### src/rtl/shift_window_ctrl.sv
// Sequencer for the 9x9 shifting window buffer: one buffer shift per accepted raster pixel, flags full windows.
// Latency: shift_en is combinational with the pixel handshake; win_valid rises 1 cycle after the qualifying accept.
// Backpressure: pix_ready drops while a window waits for win_ready; optional stall counter under SHIFT_WINDOW_CTRL_STALL_CNT_EN.
module shift_window_ctrl #(
    parameter int IMG_W  = 28,
    parameter int IMG_H  = 28,
    parameter int KERN_W = 9,
    parameter int KERN_H = 9,
    parameter int CNT_W  = 5
) (
    input  logic             clock,
    input  logic             reset,
    input  logic             frame_start,
    input  logic             pix_valid,
    output logic             pix_ready,
    output logic             shift_en,
    output logic             shift_dir,
    output logic             win_valid,
    input  logic             win_ready,
    output logic [CNT_W-1:0] win_row,
    output logic [CNT_W-1:0] win_col,
    output logic             frame_done
`ifdef SHIFT_WINDOW_CTRL_STALL_CNT_EN
    ,
    output logic [15:0]      stall_cycles
`endif
);

    localparam logic [CNT_W-1:0] COL_LAST = CNT_W'(IMG_W - 1);
    localparam logic [CNT_W-1:0] ROW_LAST = CNT_W'(IMG_H - 1);
    localparam logic [CNT_W-1:0] COL_MIN  = CNT_W'(KERN_W - 1);
    localparam logic [CNT_W-1:0] ROW_MIN  = CNT_W'(KERN_H - 1);

    typedef enum logic [1:0] {
        IDLE = 2'd0,
        LOAD = 2'd1,
        HOLD = 2'd2,
        DONE = 2'd3
    } state_t;

    state_t           state_q, state_d;
    logic [CNT_W-1:0] row_q, row_d;
    logic [CNT_W-1:0] col_q, col_d;
    logic             win_valid_q, win_valid_d;
    logic [CNT_W-1:0] win_row_q, win_row_d;
    logic [CNT_W-1:0] win_col_q, win_col_d;

    logic accept;
    logic pix_is_last;
    logic pix_qualifies;
    logic win_is_last;

    assign pix_is_last   = (row_q == ROW_LAST) && (col_q == COL_LAST);
    assign pix_qualifies = (row_q >= ROW_MIN) && (col_q >= COL_MIN);
    assign win_is_last   = (win_row_q == ROW_LAST) && (win_col_q == COL_LAST);

    // Next-state, counter and handshake logic; frame_start in any active state restarts the frame.
    always_comb begin
        state_d     = state_q;
        row_d       = row_q;
        col_d       = col_q;
        win_valid_d = win_valid_q;
        win_row_d   = win_row_q;
        win_col_d   = win_col_q;
        pix_ready   = 1'b0;
        accept      = 1'b0;
        frame_done  = 1'b0;

        case (state_q)
            IDLE: begin
                if (frame_start) begin
                    state_d = LOAD;
                    row_d   = '0;
                    col_d   = '0;
                end
            end

            LOAD: begin
                // A restart cycle never takes a pixel, so the new frame starts at (0,0).
                pix_ready = !frame_start;
                accept    = pix_valid && !frame_start;
                if (frame_start) begin
                    state_d     = LOAD;
                    row_d       = '0;
                    col_d       = '0;
                    win_valid_d = 1'b0;
                end else if (accept) begin
                    if (col_q == COL_LAST) begin
                        col_d = '0;
                        row_d = pix_is_last ? '0 : row_q + CNT_W'(1);
                    end else begin
                        col_d = col_q + CNT_W'(1);
                    end
                    if (pix_qualifies) begin
                        win_valid_d = 1'b1;
                        win_row_d   = row_q;
                        win_col_d   = col_q;
                        state_d     = HOLD;
                    end else if (pix_is_last) begin
                        state_d = DONE;
                    end
                end
            end

            HOLD: begin
                if (frame_start) begin
                    state_d     = LOAD;
                    row_d       = '0;
                    col_d       = '0;
                    win_valid_d = 1'b0;
                end else if (win_valid_q && win_ready) begin
                    win_valid_d = 1'b0;
                    state_d     = win_is_last ? DONE : LOAD;
                end
            end

            DONE: begin
                frame_done = 1'b1;
                if (frame_start) begin
                    state_d = LOAD;
                    row_d   = '0;
                    col_d   = '0;
                end else begin
                    state_d = IDLE;
                end
            end

            default: begin
                state_d     = IDLE;
                win_valid_d = 1'b0;
            end
        endcase
    end

    assign shift_en  = accept;
    assign shift_dir = 1'b1;
    assign win_valid = win_valid_q;
    assign win_row   = win_row_q;
    assign win_col   = win_col_q;

    // State, position counters and presented-window registers.
    always_ff @(posedge clock) begin
        if (reset) begin
            state_q     <= IDLE;
            row_q       <= '0;
            col_q       <= '0;
            win_valid_q <= 1'b0;
            win_row_q   <= '0;
            win_col_q   <= '0;
        end else begin
            state_q     <= state_d;
            row_q       <= row_d;
            col_q       <= col_d;
            win_valid_q <= win_valid_d;
            win_row_q   <= win_row_d;
            win_col_q   <= win_col_d;
        end
    end

`ifdef SHIFT_WINDOW_CTRL_STALL_CNT_EN
    logic [15:0] stall_q, stall_d;

    // Saturating count of cycles a window waited on the consumer; restarts with each frame.
    always_comb begin
        stall_d = stall_q;
        if (frame_start) begin
            stall_d = '0;
        end else if ((state_q == HOLD) && !win_ready && (stall_q != 16'hFFFF)) begin
            stall_d = stall_q + 16'd1;
        end
    end

    // Stall counter register.
    always_ff @(posedge clock) begin
        if (reset) begin
            stall_q <= '0;
        end else begin
            stall_q <= stall_d;
        end
    end

    assign stall_cycles = stall_q;
`endif

endmodule

### config.mk
export PLATFORM = sky130hd
export DESIGN_NAME = shift_window_ctrl
export DESIGN_NICKNAME = d
export VERILOG_FILES = /design/src/rtl/shift_window_ctrl.sv
export SDC_FILE = /design/constraint.sdc
export NUM_CORES = 1
export LEC_CHECK = 0
export ABC_CLOCK_PERIOD_IN_PS = 1900
export CORE_UTILIZATION = 52
export CTS_CLUSTER_SIZE = 20
export DETAILED_ROUTE_END_ITERATION = 8
export PLACE_DENSITY = 0.89
export SYNTH_ARGS = -nofsm -noshare
export SYNTH_HDL_FRONTEND = slang
export SYNTH_SLANG_ARGS = --single-unit
### constraint.sdc
create_clock -name clock -period 1.9 [get_ports clock]
set_clock_uncertainty 0.15 [all_clocks]
set_input_delay 0.285 -clock clock [delete_from_list [all_inputs] [get_ports clock]]
set_output_delay 0.285 -clock clock [all_outputs]
set_load 0.01 [all_outputs]
==> flow_summary.toml <==
[sta]
fmax_mhz = 548
fin_hold_ws_ns = 0.354
post-route-period-util_pct = 96.1
rsz0062_at_grt = "false"
finalMaxSlewViolations = 0
setup_violations = 0
timing.final.ws_setup_ns = 0.0746
finalCriticalPeriod_ns = 1.83
finalHoldViolations = 0

[power_and_ir_drop]
switching_share_pct = 24.9
power_leakage_nw = 0.582
total_power_mw = 0.800
p_sw_mw = 0.199
power_density_mw_per_mm2 = 513
p_int_mw = 0.601
power_frac_comb_pct = 9.2
pwr-share-clk_pct = 29.4
peakVddDrop_mv = 0.376
seqPwrFrac_pct = 61.3

[routing]
vias = 1175
wirelength_um = 2890
vias_per_cell = 6.03
ant_nets = 0
drt_pass1_iterations = 5
avgRoutedWirePerCell_um = 14.8
drc = 0
dr.first_iter.drc_count = 30

[yosys]
yosysTopAreaCell = "dfxtp_1"
yosys.area.top_type_share_pct = 36.1
synth_edf_count = 0
syn-mean-instance-area_um2 = 8.98
synth_area_leaders = "dfxtp_1, nand2b_1, mux2i_1"
synthDistinctLibCells = 41
ys_ff_latch = 23
synth_nets = 151
async_flop_share_pct = 0
yosysWarningCount = 0
synth_area_mm2 = 0.00127
ys_seq_area_share_pct = 36.1
postSynthCellCount = 142
synthFlopType = "dfxtp_1"

[placement]
port_buffers = 18
place_ws_ns = -0.0536
gp_congestion = 0.857
dp_hpwl_um = 2100

[worst_setup_path]
setup.worst_path.class = "reg -> out"
critical_path.cell_chain = "and2_1 > clkdlybuf4s50_1"
worstPathRequired_ns = 1.46
setup.worst_path.end_class = "primary output"
worstRegToRegCells = 4
crit_arrival_ns = 1.39
rrSetupSlack_ns = 0.11
timing.rr.end = "row_q[0]"
critPathMaxFanout = 8
startpoint_type = "register"
cp_slowest_cell = "clkdlybuf4s50_1"
r2r_start = "col_q[0]"
critical-path-max-stage-delay_ns = 0.53

[global_route]
grt_usage_pct = 24.2
grt_pass1_vias = 1095
grt_pass1_wl_um = 4740
overflow = 0
antenna_found_initial = 0
grt_start_max_net_pins = 24

[clocking]
clock-sinks = 23
cts_setup_buffers = 0
insertion_delay_ns = 0.32
clock_tree.buffer_depth = 2
cts-buffers-inserted = 3
cts_root_buf = "clkbuf_4"
tritoncts = "done"
path_clk_slew_ns = 0.13
htreeDepth = 1

[min_path]
hold_depth = 2
whs_endpoint = "win_row[3]"
hold_path_class = "reg -> reg"
worstHoldStart = "win_row[3]"

[die]
io_pins = 20
fp.dieH_um = 51.5
core_area_mm2 = 0.00225
start_util_pct = 56.5
fp.dieArea_mm2 = 0.00265
num_rows = 17
die_x_um = 51.5

[final_layout]
area_delta_synth_final_pct = 22.4
n_fill_cell = 193
n_antenna_cell = 0
fin_util_pct = 69.2
layout.nets = 177
layout-drive-gt1-share_pct = 12.6

[run_status]
status = "completed"

[job]
max-cap-violations = 0
placed cells by master (no fill, tap or decap), types with 2 or more instances in the layout:
cell,netlist,routed
inv_1,8,8
nor3_1,3,3
a21oi_1,8,8
o31ai_1,2,2
o2111ai_1,2,2
nand4_1,2,2
nand3_1,2,2
nand2_1,3,3
dfxtp_2,0,2
ha_1,4,3
or4_1,2,2
mux2i_1,13,13
a31oi_1,2,2
dfxtp_1,23,21
nand3b_1,3,3
nor2_1,6,6
o22ai_1,2,2
buf_4,2,10
clkdlybuf4s50_1,0,16
o211ai_1,3,3
clkbuf_4,0,3
nand4b_1,4,4
o21ai_0,4,4
dlygate4sd2_1,0,2
nand2b_1,21,21
cell usage after synthesis (4+ instances only):
cell      instances
nand2b_1         21
inv_1             8
clkbuf_1          4
ha_1              4
dfxtp_1          23
mux2i_1          13
o21ai_0           4
nand4b_1          4
a21oi_1           8
nor2_1            6
worst max path at each step:
stage	startpoint	endpoint	slack (ns)	depth (start not counted)
2_1_floorplan	col_q[0]	row_q[0]	0.33	4
4_1_cts	col_q[0]	row_q[0]	0.07	4
5_1_grt	col_q[0]	row_q[0]	0.03	4
3_5_place_dp	pix_valid	win_col[4]	-0.05	6
6_report	state_q[1]	frame_done	0.07	2
3_3_place_gp	pix_valid	shift_en	-0.07	4
layer usage:
metal  vias up  track usage [%]  part of all wire (%)
met3         8             3.51                   4.8
met1       560             29.5                    44
met2        47             42.0                    49
li1        560                -                     -
met5         -                0                     0
met4         0             10.8                   2.0
final cells by class:
type | count | area [um2] | area share [%]
well taps | 28 | 35.0 | 2.25
inverters | 8 | 30.0 | 1.92
multi-input cells | 104 | 752 | 48.2
clock buffers | 3 | 22.5 | 1.44
flip-flops and latches | 23 | 463 | 29.7
clock inverters | 1 | 5.00 | 0.321
repair buffers | 28 | 253 | 16.2
stage by stage:
step | TNS, ns | instances | instance area (um2)
after floorplan | 0 | 142 | 1270
after global placement | -0.194 | 191 | 1530
after detailed placement | -0.512 | 191 | 1530
after CTS | 0 | 195 | 1560
after global routing | 0 | 195 | 1560
final | 0 | 195 | 1560
power groups by stage:
stage / Sequential, mW / Clock, mW / Combinational, mW
floorplan: 0.500 / 0 / 0.0404
global placement: 0.501 / 0 / 0.0722
detailed placement: 0.501 / 0 / 0.0741
CTS: 0.490 / 0.230 / 0.0734
global route: 0.491 / 0.252 / 0.0806
finish: 0.491 / 0.236 / 0.0739
worst max-delay path, delay by kind of cell (launching register included):
kind / cells / cell delay [ns]
flip-flops: 1 / 0.40
AND/OR/NAND/NOR: 1 / 0.14
buffers and inverters: 1 / 0.53
what timing repair did:
item	in CTS	in global routing
pin swaps	0	0
endpoints found under the setup margin	2	2
hold buffers	0	0
resized for setup	4	1
cloned	0	0
registers in the layout (all words and copies together), names as in the netlist:
name / cells
col_q: 5
row_q: 5
win_col: 5
win_row: 5
state_q: 2
win_valid: 1
kinds of logic (layout without fill, tap and decap cells):
| group | count (synthesis) | in the layout | share of synthesized area, % |
|---|---|---|---|
| AO/OA/AOI/OAI | 27 | 27 | 13.8 |
| adder cells (fa/ha/maj) | 4 | 4 | 3.93 |
| flip-flops | 23 | 23 | 36.1 |
| AND/OR/NAND/NOR | 59 | 59 | 30.5 |
| other | 1 | 1 | 0.294 |
| multiplexers | 13 | 13 | 10.2 |
| buffers and inverters | 15 | 40 | 5.10 |
Note: power is estimated with default switching activity, not from simulation.
